## src/rtl/noc_msg_pkg.sv

```systemverilog
// Shared NoC message definitions: field width, record layout and header command codes.
package noc_msg_pkg;
  localparam int MSG_W = 8;

  typedef struct packed {
    logic [MSG_W-1:0] al_dl;
    logic [MSG_W-1:0] d_id;
    logic [MSG_W-1:0] s_id;
    logic [MSG_W-1:0] m_addr;
    logic [MSG_W-1:0] m_data;
  } msg_rec_t;

  localparam logic [2:0] READ_RESP  = 3'd3;
  localparam logic [2:0] WRITE_RESP = 3'd4;
  localparam logic [2:0] MESSAGE    = 3'd5;

  // Header byte layout is {Alen[7:6], Dlen[5:3], cmd[2:0]}.
  function automatic logic [2:0] msg_cmd(input msg_rec_t rec);
    return rec.al_dl[2:0];
  endfunction
endpackage

```

## src/rtl/msg_record_fifo_if.sv

```systemverilog
// Producer/consumer bundle for the message record FIFO; master is the
// generator/serializer side, slave is the FIFO.
interface msg_record_fifo_if #(
  parameter int W = noc_msg_pkg::MSG_W
);
  logic [W-1:0] Al_Dlin, D_IDin, S_IDin, M_Addrin, M_Datain;
  logic         writep, readp;
  logic [W-1:0] Al_Dl, D_IDout, S_IDout, M_Addrout, M_Dataout;
  logic         emptyp, fullp;

  modport master (
    output Al_Dlin, D_IDin, S_IDin, M_Addrin, M_Datain, writep, readp,
    input  Al_Dl, D_IDout, S_IDout, M_Addrout, M_Dataout, emptyp, fullp
  );

  modport slave (
    input  Al_Dlin, D_IDin, S_IDin, M_Addrin, M_Datain, writep, readp,
    output Al_Dl, D_IDout, S_IDout, M_Addrout, M_Dataout, emptyp, fullp
  );
endinterface

```

## src/rtl/sync_fifo_core.sv

```systemverilog
// Generic first-word-fall-through FIFO with registered occupancy count;
// the head entry is combinationally visible and forced to zero while empty.
module sync_fifo_core #(
  parameter int WIDTH = 40,
  parameter int DEPTH = 8
) (
  input  logic             clk,
  input  logic             rst_n,
  input  logic             i_wr,
  input  logic             i_rd,
  input  logic [WIDTH-1:0] i_data,
  output logic [WIDTH-1:0] o_data,
  output logic             o_empty,
  output logic             o_full
);
  localparam int AW = $clog2(DEPTH);
  localparam int CW = AW + 1;

  logic [WIDTH-1:0] r_mem [DEPTH];
  logic [AW-1:0]    r_wr_ptr, r_rd_ptr;
  logic [CW-1:0]    r_count;
  logic             w_push, w_pop;

  assign o_empty = (r_count == '0);
  assign o_full  = (r_count == CW'(DEPTH));
  // A full FIFO still takes a write when the same edge frees the head slot.
  assign w_pop   = rst_n & i_rd & ~o_empty;
  assign w_push  = rst_n & i_wr & (~o_full | w_pop);
  assign o_data  = o_empty ? '0 : r_mem[r_rd_ptr];

  always_ff @(posedge clk) begin
    if (w_push) r_mem[r_wr_ptr] <= i_data;
  end

  always_ff @(posedge clk or negedge rst_n) begin
    if (!rst_n) begin
      r_wr_ptr <= '0;
      r_rd_ptr <= '0;
      r_count  <= '0;
    end else begin
      if (w_push) r_wr_ptr <= r_wr_ptr + AW'(1);
      if (w_pop)  r_rd_ptr <= r_rd_ptr + AW'(1);
      case ({w_push, w_pop})
        2'b10:   r_count <= r_count + CW'(1);
        2'b01:   r_count <= r_count - CW'(1);
        default: ;
      endcase
    end
  end
endmodule

```

## src/rtl/msg_record_fifo.sv

```systemverilog
// FWFT queue of 5-byte NoC message records between the response/message
// generators and the frm_data serializer.
module msg_record_fifo
  import noc_msg_pkg::*;
#(
  parameter int W     = MSG_W,
  parameter int DEPTH = 8
) (
  input  logic               clk,
  input  logic               reset,
  msg_record_fifo_if.slave   bus
);
  msg_rec_t w_wr_rec, w_rd_rec;

  assign w_wr_rec = {bus.Al_Dlin, bus.D_IDin, bus.S_IDin, bus.M_Addrin, bus.M_Datain};

  sync_fifo_core #(
    .WIDTH (5*W),
    .DEPTH (DEPTH)
  ) u_core (
    .clk     (clk),
    .rst_n   (reset),
    .i_wr    (bus.writep),
    .i_rd    (bus.readp),
    .i_data  (w_wr_rec),
    .o_data  (w_rd_rec),
    .o_empty (bus.emptyp),
    .o_full  (bus.fullp)
  );

  assign bus.Al_Dl     = w_rd_rec.al_dl;
  assign bus.D_IDout   = w_rd_rec.d_id;
  assign bus.S_IDout   = w_rd_rec.s_id;
  assign bus.M_Addrout = w_rd_rec.m_addr;
  assign bus.M_Dataout = w_rd_rec.m_data;
endmodule

```

## src/flat_wrapper.sv

```systemverilog
// flat-port wrapper written by rule: the top's interface ports become plain ports
module msg_record_fifo_flat import noc_msg_pkg::*;
#(
  parameter int W     = MSG_W,
  parameter int DEPTH = 8
)
  (clk, reset, bus_Al_Dlin, bus_D_IDin, bus_S_IDin, bus_M_Addrin, bus_M_Datain, bus_writep, bus_readp, bus_Al_Dl, bus_D_IDout, bus_S_IDout, bus_M_Addrout, bus_M_Dataout, bus_emptyp, bus_fullp);
  msg_record_fifo_if #(.W(W)) bus_i ();
  input  logic clk;
  input  logic reset;
  input wire logic [$bits(bus_i.Al_Dlin)-1:0] bus_Al_Dlin;
  input wire logic [$bits(bus_i.D_IDin)-1:0] bus_D_IDin;
  input wire logic [$bits(bus_i.S_IDin)-1:0] bus_S_IDin;
  input wire logic [$bits(bus_i.M_Addrin)-1:0] bus_M_Addrin;
  input wire logic [$bits(bus_i.M_Datain)-1:0] bus_M_Datain;
  input wire logic [$bits(bus_i.writep)-1:0] bus_writep;
  input wire logic [$bits(bus_i.readp)-1:0] bus_readp;
  output wire logic [$bits(bus_i.Al_Dl)-1:0] bus_Al_Dl;
  output wire logic [$bits(bus_i.D_IDout)-1:0] bus_D_IDout;
  output wire logic [$bits(bus_i.S_IDout)-1:0] bus_S_IDout;
  output wire logic [$bits(bus_i.M_Addrout)-1:0] bus_M_Addrout;
  output wire logic [$bits(bus_i.M_Dataout)-1:0] bus_M_Dataout;
  output wire logic [$bits(bus_i.emptyp)-1:0] bus_emptyp;
  output wire logic [$bits(bus_i.fullp)-1:0] bus_fullp;
  assign bus_i.Al_Dlin = bus_Al_Dlin;
  assign bus_i.D_IDin = bus_D_IDin;
  assign bus_i.S_IDin = bus_S_IDin;
  assign bus_i.M_Addrin = bus_M_Addrin;
  assign bus_i.M_Datain = bus_M_Datain;
  assign bus_i.writep = bus_writep;
  assign bus_i.readp = bus_readp;
  assign bus_Al_Dl = bus_i.Al_Dl;
  assign bus_D_IDout = bus_i.D_IDout;
  assign bus_S_IDout = bus_i.S_IDout;
  assign bus_M_Addrout = bus_i.M_Addrout;
  assign bus_M_Dataout = bus_i.M_Dataout;
  assign bus_emptyp = bus_i.emptyp;
  assign bus_fullp = bus_i.fullp;
  msg_record_fifo #(.W(W), .DEPTH(DEPTH)) u_core (.clk(clk), .reset(reset), .bus(bus_i));
endmodule
```

## config.mk

```make
export PLATFORM = sky130hd
export DESIGN_NAME = msg_record_fifo_flat
export DESIGN_NICKNAME = d
export VERILOG_FILES = /design/src/rtl/noc_msg_pkg.sv /design/src/rtl/msg_record_fifo_if.sv /design/src/rtl/sync_fifo_core.sv /design/src/rtl/msg_record_fifo.sv /design/src/flat_wrapper.sv
export SDC_FILE = /design/constraint.sdc
export NUM_CORES = 1
export LEC_CHECK = 0
export CAP_MARGIN = 20
export CORE_MARGIN = 1.5
export CORE_UTILIZATION = 57
export CTS_CLUSTER_SIZE = 16
export DETAILED_ROUTE_END_ITERATION = 7
export PLACE_DENSITY = 0.77
export SLEW_MARGIN = 5
export SYNTH_ARGS = -nofsm -noshare
export SYNTH_HDL_FRONTEND = slang
export SYNTH_HIERARCHICAL = 1
export SYNTH_SLANG_ARGS = --single-unit
```

## constraint.sdc

```tcl
create_clock -name clk -period 11.15 [get_ports clk]
set_clock_uncertainty 0.05 [all_clocks]
set_input_delay 1.6725 -clock clk [delete_from_list [all_inputs] [get_ports clk]]
set_output_delay 1.6725 -clock clk [all_outputs]
set_load 0.05 [all_outputs]
```

==> results.py <==
metrics = {
    "routing": {
        "drc": 0,
        "dr.first_iter.drc_count": 489,
        "ant_nets": 0,
        "vias": 6221,
        "drtPass1Iterations": 5,
        "finalWirelength_mm": 25.2,
        "wire_per_inst_um": 25.0,
        "drt-vias-per-instance": 6.16,
    },
    "power": {
        "irDropWorstVdd_v": 0.000289,
        "pwr_density_cell_nw_per_um2": 283,
        "finalPower_uw": 4330,
        "cellLeakagePower_uw": 0.00504,
    },
    "timing": {
        "timing.setup.tns_ns": 0,
        "fin_hold_ws_ns": 0.486,
        "slew-limit-headroom_pct": 31.7,
        "hold_viol": 0,
        "rsz0062_at_grt": "no",
        "tightestPinTransition_ns": 1.02,
        "timing.final.crit_share_pct": 49.2,
        "fmax_mhz": 182,
        "layout_min_cycle_time_ns": 5.48,
        "slew_violations": 0,
        "setup_viol": 0,
    },
    "logic_synthesis": {
        "syn_nets": 651,
        "synth-seq-cells": 330,
        "avgSynthCellArea_um2": 21.5,
        "ys_seq_area_share_pct": 76.3,
        "synth_area_um2": 12900,
        "ys.flop_type": "edfxtp_1",
        "syn_inst": 602,
        "async_flop_share_pct": 3.03,
        "synth.distinct_cells": 44,
        "synth_warnings": 6,
        "synth-edff-count": 320,
    },
    "placed_design": {
        "hpwl_mm": 13.5,
        "place_congestion": 0.763,
        "port_buffers": 85,
        "placed_cells": 949,
    },
    "critical_path": {
        "worstPathMaxFanout": 38,
        "criticalPathCategory": "reg -> out",
        "crit_arrival_ns": 3.76,
        "required_ns": 9.43,
        "endpoint_kind": "output port",
        "worst_r2r_path_depth": 9,
        "critPathLaunchType": "flip-flop",
    },
    "clocking": {
        "htreeDepth": 2,
        "post_cts_buffers": 0,
        "cts_made_buffers": 34,
        "cts_sinks": 330,
        "cts_resized": 0,
        "clockBufferDepth": 3,
        "cts_root_buffer": "clkbuf_16",
        "tritoncts": "yes",
        "clk_transition_reported_paths_ns": 0.06,
        "cts-hold-fix-buffers": 0,
        "clock_latency_ns": 0.51,
    },
    "finish": {
        "instances_no_fill": 1010,
        "area_growth_pct": 18.2,
        "fillers": 1357,
        "utilization_pct": 69.4,
        "layout.nets": 755,
        "drive_gt1_share_pct": 22.1,
        "final_common_cell": "edfxtp_1",
        "final_cell_mix": "320 x edfxtp_1, 85 x clkdlybuf4s50_1, 80 x mux4_2",
    },
    "floorplanning": {
        "fp-row-count": 54,
        "dieHeight_um": 154,
        "initial_core_util_pct": 58.7,
        "die_w_um": 154,
        "ios": 86,
        "core_area_um2": 22000,
        "dieArea_um2": 23600,
    },
    "grt": {
        "antenna_found_initial": 0,
        "grt_max_degree": 53,
        "grt_first_pass_wirelength_mm": 38.9,
        "overflow": 0,
        "grt_usage_pct": 22.3,
        "grt_pass1_vias": 6676,
    },
    "run_status": {
        "status": "finished, final reports clean",
    },
    "run": {
        "cap_violations": 0,
    },
    "worst_hold_path": {
        "hold_class": "reg -> reg",
        "holdPathStages": 1,
    },
}
flip-flops by register name, indices dropped and copies added (netlist names):
signal,flops
u_core/u_core/r_wr_ptr,3
u_core/u_core/r_rd_ptr,3
u_core/u_core/r_mem,320
u_core/u_core/r_count,4
per-stage QoR:
| stage | cell area [um2] | setup slack [ns] |
|---|---|---|
| 4_1_cts | 15300 | 5.32 |
| 3_3_place_gp | 14100 | 5.94 |
| 3_5_place_dp | 14200 | 5.88 |
| 6_report | 15300 | 5.67 |
| 2_1_floorplan | 12900 | 5.38 |
| 5_1_grt | 15300 | 5.42 |
critical path, stage by stage, from the launching register on:
cell	delay, ns
dfrtp_4	0.83
buf_4	0.46
buf_16	0.33
mux4_2	0.56
mux2i_1	0.24
nor2_1	0.08
clkdlybuf4s50_1	0.73
power breakdown:
part / internal, uW / switching [uW] / leakage (uW)
clock: 670 / 435 / 0.000537
sequential: 1470 / 125 / 0.00301
combinational: 656 / 968 / 0.00149
cell families after synthesis:
group,synth area share (%)
simple gates,2.90
xor+xnor,0.339
compound gates,1.19
flops,76.3
mux,17.4
fa+ha+maj,0.542
buf+inv,1.40
synth_stat cells (2+ instances only):
master,n,share of area [%]
buf_4,9,0.52
ha_1,4,0.39
dfrtp_1,10,1.9
nand3b_1,2,0.12
mux4_2,80,14
nand2_1,12,0.35
clkbuf_1,8,0.23
nor2_1,50,1.5
clkbuf_2,2,0.077
edfxtp_1,320,74
xnor2_1,2,0.14
nand2b_1,4,0.19
xor2_1,3,0.20
a31oi_1,2,0.097
buf_2,2,0.077
mux2_2,3,0.26
mux2i_1,41,3.2
a21o_1,2,0.12
nor3_1,2,0.077
buf_1,11,0.32
inv_1,6,0.17
o211ai_1,2,0.12
o21ai_0,4,0.15
final timing paths:
| path | from | to | slack (ns) |
|---|---|---|---|
| min in group asynchronous | reset | u_core/u_core/r_count[3] | 1.57 |
| hold reg to reg | u_core/u_core/r_wr_ptr[0] | u_core/u_core/r_wr_ptr[0] | 0.49 |
| max in group asynchronous | reset | u_core/u_core/r_rd_ptr[0] | 8.91 |
| setup reg to reg | u_core/u_core/r_count[3] | u_core/u_core/r_count[3] | 7.38 |
| setup / recovery | u_core/u_core/r_rd_ptr[0] | bus_Al_Dl[1] | 5.67 |
| hold / removal | u_core/u_core/r_wr_ptr[0] | u_core/u_core/r_wr_ptr[0] | 0.49 |
metal layers:
layer | vias up | wire (um) | track usage, %
li1 | 2681 | - | -
met1 | 3279 | 10500 | 30.2
met2 | 228 | 12900 | 37.8
met3 | 33 | 1440 | 4.23
met4 | 0 | 388 | 5.92
met5 | - | 0 | 0
area by class of cell:
cell class	instances	area [um2]	share of cell area, %
inverters	6	22.5	0.147
diodes	1	2.50	0.0164
well taps	280	350	2.29
repair buffers	100	1000	6.57
multi-input cells	234	2940	19.3
flip-flops and latches	330	9870	64.6
clock buffers	45	956	6.25
clock inverters	14	138	0.900
(Power assumes the default switching activity.)
